===== config.mk =====
export PLATFORM = sky130hd
export DESIGN_NAME = id_rename
export DESIGN_NICKNAME = d
export VERILOG_FILES = /design/src/rtl/id_rename.sv
export SDC_FILE = /design/constraint.sdc
export NUM_CORES = 2
export LEC_CHECK = 0
export BUFFER_PORTS_ARGS = -buffer_cell sky130_fd_sc_hd__buf_2
export CAP_MARGIN = 10
export CELL_PAD_IN_SITES_DETAIL_PLACEMENT = 0
export CELL_PAD_IN_SITES_GLOBAL_PLACEMENT = 2
export CORE_MARGIN = 4
export CORE_UTILIZATION = 40
export CTS_BUF_LIST = sky130_fd_sc_hd__clkbuf_8
export DETAILED_ROUTE_END_ITERATION = 7
export HOLD_SLACK_MARGIN = 0.03
export PLACE_DENSITY = 0.76
export SKIP_CTS_REPAIR_TIMING = 1
export SYNTH_ARGS = -nofsm -noshare
export SYNTH_HDL_FRONTEND = slang
export SYNTH_SLANG_ARGS = --single-unit

===== constraint.sdc =====
create_clock -name clk -period 81.7 [get_ports clk]
set_input_delay 4.085 -clock clk [delete_from_list [all_inputs] [get_ports clk]]
set_output_delay 4.085 -clock clk [all_outputs]
set_load 0.005 [all_outputs]

===== src/rtl/id_rename.sv =====
// Rename/operand-capture stage: RAT, ROB tag allocator and a registered issue slot
// that resolves sources from the register file, commit/CDB bypass or ROB lookup.
module id_rename #(
    parameter int unsigned XLEN      = 32,
    parameter int unsigned NREG      = 32,
    parameter int unsigned ROB_DEPTH = 16,
    parameter int unsigned TAG_W     = $clog2(ROB_DEPTH),
    parameter int unsigned WB_NUM    = 2,
    parameter int unsigned PAYLOAD_W = 16
) (
    input  logic                      clk,
    input  logic                      rst,
    input  logic                      flush,
    input  logic                      in_valid,
    output logic                      in_ready,
    input  logic [$clog2(NREG)-1:0]   in_rs1,
    input  logic [$clog2(NREG)-1:0]   in_rs2,
    input  logic [$clog2(NREG)-1:0]   in_rd,
    input  logic                      in_rs1_en,
    input  logic                      in_rs2_en,
    input  logic                      in_rd_en,
    input  logic                      in_pc_en,
    input  logic                      in_imm_en,
    input  logic [XLEN-1:0]           in_pc,
    input  logic [XLEN-1:0]           in_imm,
    input  logic [PAYLOAD_W-1:0]      in_payload,
    input  logic [WB_NUM-1:0]         cdb_valid,
    input  logic [WB_NUM*TAG_W-1:0]   cdb_tag,
    input  logic [WB_NUM*XLEN-1:0]    cdb_data,
    output logic [2*TAG_W-1:0]        rob_q_tag,
    input  logic [1:0]                rob_q_ready,
    input  logic [2*XLEN-1:0]         rob_q_data,
    input  logic                      commit_valid,
    input  logic [TAG_W-1:0]          commit_tag,
    input  logic [$clog2(NREG)-1:0]   commit_rd,
    input  logic [XLEN-1:0]           commit_data,
    output logic                      out_valid,
    input  logic                      out_ready,
    output logic [TAG_W-1:0]          out_tag,
    output logic [XLEN-1:0]           out_src1_val,
    output logic [XLEN-1:0]           out_src2_val,
    output logic                      out_src1_busy,
    output logic                      out_src2_busy,
    output logic [TAG_W-1:0]          out_src1_tag,
    output logic [TAG_W-1:0]          out_src2_tag,
    output logic                      out_rd_en,
    output logic [$clog2(NREG)-1:0]   out_rd,
    output logic [PAYLOAD_W-1:0]      out_payload
);
    localparam int unsigned RIDX_W = $clog2(NREG);
    localparam int unsigned CNT_W  = TAG_W + 1;

    logic [XLEN-1:0]   regfile [NREG];
    logic [NREG-1:0]   rat_busy;
    logic [TAG_W-1:0]  rat_tag [NREG];
    logic [TAG_W-1:0]  alloc_ptr;
    logic [CNT_W-1:0]  count;
    logic              accept;

    logic [RIDX_W-1:0] src_idx [2];
    logic              src_en [2];
    logic              src_sub [2];
    logic [XLEN-1:0]   src_sub_val [2];
    logic [XLEN:0]     src_cdb [2];
    logic [XLEN-1:0]   src_val [2];
    logic              src_busy [2];
    logic [TAG_W-1:0]  src_tag [2];
    logic [XLEN:0]     snoop1;
    logic [XLEN:0]     snoop2;

    // {hit, data} of the lowest-numbered valid CDB channel carrying the tag
    function automatic logic [XLEN:0] cdb_match(input logic [TAG_W-1:0] tag);
        logic [XLEN:0] r;
        r = '0;
        for (int k = int'(WB_NUM) - 1; k >= 0; k--) begin
            if (cdb_valid[k] && cdb_tag[k*TAG_W +: TAG_W] == tag)
                r = {1'b1, cdb_data[k*XLEN +: XLEN]};
        end
        return r;
    endfunction

    assign in_ready = !flush && (count != CNT_W'(ROB_DEPTH)) && (!out_valid || out_ready);
    assign accept   = in_valid && in_ready;

    assign src_idx[0]     = in_rs1;
    assign src_idx[1]     = in_rs2;
    assign src_en[0]      = in_rs1_en;
    assign src_en[1]      = in_rs2_en;
    assign src_sub[0]     = in_pc_en;
    assign src_sub[1]     = in_imm_en;
    assign src_sub_val[0] = in_pc;
    assign src_sub_val[1] = in_imm;

    assign rob_q_tag = {rat_tag[in_rs2], rat_tag[in_rs1]};

    // Source resolution against the pre-accept RAT state
    always_comb begin : resolve
        for (int s = 0; s < 2; s++) begin
            src_val[s]  = '0;
            src_busy[s] = 1'b0;
            src_tag[s]  = '0;
            src_cdb[s]  = cdb_match(rat_tag[src_idx[s]]);
            if (src_sub[s]) begin
                src_val[s] = src_sub_val[s];
            end else if (!src_en[s] || src_idx[s] == '0) begin
                src_val[s] = '0;
            end else if (!rat_busy[src_idx[s]]) begin
                src_val[s] = regfile[src_idx[s]];
            end else if (commit_valid && commit_tag == rat_tag[src_idx[s]]) begin
                src_val[s] = commit_data;
            end else if (src_cdb[s][XLEN]) begin
                src_val[s] = src_cdb[s][XLEN-1:0];
            end else if (rob_q_ready[s]) begin
                src_val[s] = rob_q_data[s*XLEN +: XLEN];
            end else begin
                src_busy[s] = 1'b1;
                src_tag[s]  = rat_tag[src_idx[s]];
            end
        end
    end

    always_comb begin : hold_snoop
        snoop1 = cdb_match(out_src1_tag);
        snoop2 = cdb_match(out_src2_tag);
    end

    // RAT, register file and ROB occupancy; a same-rd accept overrides the commit clear
    always_ff @(posedge clk or posedge rst) begin : rename_state
        if (rst) begin
            for (int i = 0; i < int'(NREG); i++) begin
                regfile[i] <= '0;
                rat_tag[i] <= '0;
            end
            rat_busy  <= '0;
            alloc_ptr <= '0;
            count     <= '0;
        end else if (flush) begin
            rat_busy  <= '0;
            alloc_ptr <= '0;
            count     <= '0;
        end else begin
            if (commit_valid && commit_rd != '0) begin
                regfile[commit_rd] <= commit_data;
                if (rat_tag[commit_rd] == commit_tag)
                    rat_busy[commit_rd] <= 1'b0;
            end
            if (accept) begin
                if (in_rd_en && in_rd != '0) begin
                    rat_busy[in_rd] <= 1'b1;
                    rat_tag[in_rd]  <= alloc_ptr;
                end
                alloc_ptr <= alloc_ptr + TAG_W'(1);
            end
            count <= count + CNT_W'(accept) - CNT_W'(commit_valid);
        end
    end

    // Issue slot: load on accept, otherwise keep capturing CDB results while stalled
    always_ff @(posedge clk or posedge rst) begin : out_slot
        if (rst) begin
            out_valid     <= 1'b0;
            out_tag       <= '0;
            out_src1_val  <= '0;
            out_src2_val  <= '0;
            out_src1_busy <= 1'b0;
            out_src2_busy <= 1'b0;
            out_src1_tag  <= '0;
            out_src2_tag  <= '0;
            out_rd_en     <= 1'b0;
            out_rd        <= '0;
            out_payload   <= '0;
        end else if (flush) begin
            out_valid <= 1'b0;
        end else if (accept) begin
            out_valid     <= 1'b1;
            out_tag       <= alloc_ptr;
            out_src1_val  <= src_val[0];
            out_src2_val  <= src_val[1];
            out_src1_busy <= src_busy[0];
            out_src2_busy <= src_busy[1];
            out_src1_tag  <= src_tag[0];
            out_src2_tag  <= src_tag[1];
            out_rd_en     <= in_rd_en;
            out_rd        <= in_rd;
            out_payload   <= in_payload;
        end else if (out_valid && out_ready) begin
            out_valid <= 1'b0;
        end else if (out_valid) begin
            if (out_src1_busy && snoop1[XLEN]) begin
                out_src1_val  <= snoop1[XLEN-1:0];
                out_src1_busy <= 1'b0;
            end
            if (out_src2_busy && snoop2[XLEN]) begin
                out_src2_val  <= snoop2[XLEN-1:0];
                out_src2_busy <= 1'b0;
            end
        end
    end

    // Retiring from an empty ROB is a protocol violation by the ROB
    always_ff @(posedge clk) begin : commit_check
        if (!rst && !flush && commit_valid)
            assert (count != '0);
    end
endmodule


==> Yosys cells after proc, flatten, opt, wreduce, memory -nomap -nowiden <==
Index checks and enable logic that the tools add are counted.
{ "op_classes": {"n_reduce_logical": 43, "n_eq_ne": 13, "n_lt_le_gt_ge": 12, "addsub": 3, "mux": 101, "bitwise_logic": 8} }
{ "op_table": {"columns": ["cell", "n"], "rows": [
  ["bitwise mux 1024 bit", 1],
  ["2-to-1 mux 32 bit", 31],
  ["binary-select mux 32 bit (select 5 bit)", 2],
  ["2-to-1 mux 33 bit", 8],
  ["demux 32 bit (select 5 bit)", 1],
  ["bitwise mux 128 bit", 1],
  ["2-to-1 mux 4 bit", 21],
  ["binary-select mux 4 bit (select 5 bit)", 3],
  ["== test 4 bit", 11],
  ["bitwise AND 32 bit", 1],
  ["inverter 32 bit", 1],
  ["OR 32 bit", 1],
  ["2-to-1 mux 1 bit", 27],
  ["greater-or-equal comparator 6 bit (second input constant)", 4],
  ["< comparator 5 x 6 -> 1 bit (second input constant)", 4],
  ["inverter 5 -> 6 bit", 4],
  ["logical AND 1 bit", 22],
  ["demux 4 bit (select 5 bit)", 1],
  ["< comparator 6 x 1 -> 1 bit (second input constant)", 2],
  ["binary-select mux 1 bit (select 5 bit)", 2],
  ["demux 1 bit (select 5 bit)", 2],
  ["greater-or-equal comparator 5 x 1 -> 1 bit (second input constant)", 2],
  ["logical NOT 5 bit", 2],
  ["nonzero test 5 bit", 2],
  ["other kinds (14)", 24]
]} }
{ "totals": {"reg_bits": 1294, "inputBits": 287} }

==> Longest topological paths before layout <==
{ "logic_depth": {"ltp_word": 14, "mapped_depth": 16} }

==> Least setup slack after synthesis <==
No wires, ideal clock.
{ "synth_path": {"kind": "input-to-output", "startpoint": "input in_rs2[2]", "endpoint": "output rob_q_tag[5]", "path_stages": 8, "setup_slack_ns": 72.033, "arrival_time_ns": 5.582, "t_required_ns": 77.615, "cell_sequence": "buf_2 -> buf_2 -> buf_2 -> mux4_2 -> a22oi_1 -> o2111ai_1 -> nand2_1 -> inv_1"} }
{ "synth_via": {"elab_chain_len": 4} }
{ "synth_rtl": {"columns": ["element", "line", "source"], "rows": [
  ["from (decl)", "17", "input logic [$clog2(NREG)-1:0] in_rs2,"],
  ["inverter 5 -> 6 bit (implied by the code)", "94", "assign rob_q_tag = {rat_tag[in_rs2], rat_tag[in_rs1]};"],
  ["binary-select mux 4 bit (select 5 bit)", "94", null],
  ["2-to-1 mux 4 bit (implied by the code) (2 in a row)", "94", null],
  ["to (decl)", "30", "output logic [2*TAG_W-1:0] rob_q_tag,"]
]} }
Every way passes these cells. The select of a mux whose other input is x is not followed.

==> Worst setup path in the final report <==
{ "layout_path": {"startpoint": "input in_rs2[1]", "endpoint": "output rob_q_tag[4]"} }
Same word-level chain as after synthesis.

==> impl_metrics.tcl <==
set metrics [dict create \
    reg2regPathDepth 9 \
    ys_seq_area_share_pct 43.5 \
    final_common_cell "dfrtp_1" \
    grt.total_usage_pct 28.9 \
    die_area_sq_um 193000 \
    total_power_mw 1.69 \
    via_per_inst 6.46 \
    fin_area_sq_um 82800 \
    synth_edf_count 0 \
    slew-limit-headroom_pct 15.7 \
    clock_path_buffers 3 \
    clkTransAtPathRegs_ps 60 \
    post_drt_wl_per_cell_um 34.0 \
    core-area_sq_um 185000 \
    crit_arrival_ps 7280 \
    slowest_delay_ps 790 \
    min_period_ps 11370 \
    fin_crit_sh_pct 13.9 \
    io-pin-count 397 \
    yosys.area.top_type "dfrtp_1" \
    fin_util_pct 44.7 \
    synth.avg_cell_area_sq_um 13.4 \
    finalNonFillerCells 8351 \
    fmax_mhz 88.0 \
    cts_tree "built" \
    cp-start-kind "primary input" \
    status "finished clean" \
    yosys_warnings 0 \
    cp_slowest_cell "nor3b_2" \
    yosysUniqueCellTypes 79 \
    dr.pass1.iters 5 \
    insertion_delay_ps 980 \
    overflow 0 \
    cellPowerDensity_nw_per_um2 20.4 \
    start_util_pct 40.2 \
    antenna_found_initial 38 \
    nets 5979 \
    syn_to_final_growth_pct 11.1 \
    vias 54000 \
    p_leak_nw 36.5 \
    regArea_sq_um 32400 \
    hold_class "register to register" \
    fin_skew_ps 54.6 \
    die_w_um 440 \
    cts_sinks 1294 \
    multi_input_area_sq_um 39700 \
    layout_common_cells "dfrtp_1, mux2_2, mux4_2" \
    cts_root_buf "clkbuf_8" \
    ir_drop_mv 0.0110 \
    worstPathMaxFanout 63 \
    die_h_um 440 \
    criticalPathCategory "primary input to output pin" \
    routed_wl_um 284000 \
    ys_ff_latch 1294 \
    h-tree-depth 4 \
    syn_inst 5559 \
    grt_pass1_wl_um 405000 \
    synth.cell_area_sq_um 74500 \
    setup_violations 0 \
    grt_pass1_vias 54600 \
    routabilityCongestion 0.924 \
    holdWs_ps 395 \
    maxCapViolCount 0 \
    cp.required_ps 77610 \
    drtIter0Drc 5175 \
    dp.cells 7948 \
    dominantRegCellSynth "dfrtp_1" \
    cts_buffers 214 \
    rows 158 \
    hpwl_um 176000 \
    yosysTopAreaCellShare_pct 43.5 \
    grt_max_degree 158 \
    tns_ps 0 \
    portBuffers 396 \
    drive_gt1_share_pct 46.4 \
    synthArstFlopShare_pct 100 \
    place_area_sq_um 78400 \
    final.setup.worst_slack_ps 70330 \
    hold_viol_final 0 \
    post-place-ws_ps 70410 \
    drc_errors 0 \
    path_cells "buf_8, buf_4, nor3b_2, a221oi_1, and3_1, nor2_1, buf_2" \
    end_kind "output pin" \
    antenna_left 0 \
    fillCellCount 16800 \
    drv_slew 0 \
    whs_path_depth 0 \
    worst_slew_pin_slew_ps 1250 \
    syn-num-nets 5854 \
    synthTopCellsByArea "dfrtp_1, mux2_2, mux4_2" \
    rsz0062_at_grt "no" \
]
-- critical path, delay by kind of cell --
kind	cells	cell delay (ps)
simple gates	3	1380
compound gates	1	270
buf+inv	3	1330
-- per-layer routing --
metal | GRT usage, % | part of all wire [%]
met1 | 38.0 | 41
met2 | 46.2 | 47
met3 | 5.53 | 7.4
met4 | 13.4 | 5.0
met5 | 0 | 0.022
-- Yosys cell counts (45+ instances only) --
cell type and number:
a22oi_1 48, a221oi_1 110, a21oi_1 149, nand2_1 181, mux4_2 589, nor3_1 85, clkbuf_1 416, mux2_2 1181
a2111oi_0 45, dfrtp_1 1294, o21ai_0 196, buf_2 77, nor2_1 116, buf_1 80, mux2i_1 332, nand3_1 84
o31ai_1 91
-- state kept, by name, indices dropped and copies added, names as in the netlist, 5 cells and up --
register	count
out_payload	16
count	5
out_src1_val	32
out_src2_val	32
rat_tag	128
rat_busy	32
regfile	1024
out_rd	5
-- power by group --
group / internal (mW) / leakage, nW / switching (mW)
logic: 0.163 / 16.7 / 0.169
registers: 0.718 / 17.3 / 0.0548
clock network: 0.306 / 2.52 / 0.280
total: 1.19 / 36.5 / 0.503
-- cell families after synthesis --
logic type	count (synthesis)	synth area share, %
simple gates	665	4.58
flops	1294	43.5
buf+inv	647	3.66
fa+ha+maj	8	0.144
compound gates	813	7.67
mux	2102	40.1
xor+xnor	30	0.353
-- path summary, 6_finish.rpt --
check                              start          endpoint  slack, ps
max in group asynchronous            rst      regfile[931]      74490
min in group asynchronous            rst      regfile[441]       3330
min reg2reg                regfile[1016]     regfile[1016]        390
max reg2reg                  rat_tag[46]  out_src1_val[14]      76910
min                        regfile[1016]     regfile[1016]        390
max                            in_rs2[1]      rob_q_tag[4]      70330
-- layout make-up --
type                    instances  share of cell area, %
diodes                         25                 0.0756
clock buffers                 274                   4.56
clock inverters               104                  0.648
inverters                      28                  0.145
multi-input cells            3618                   48.0
flip-flops and latches       1294                   39.1
well taps                    2480                   3.75
repair buffers                528                   3.76
Power figures use the tool's default switching activity.
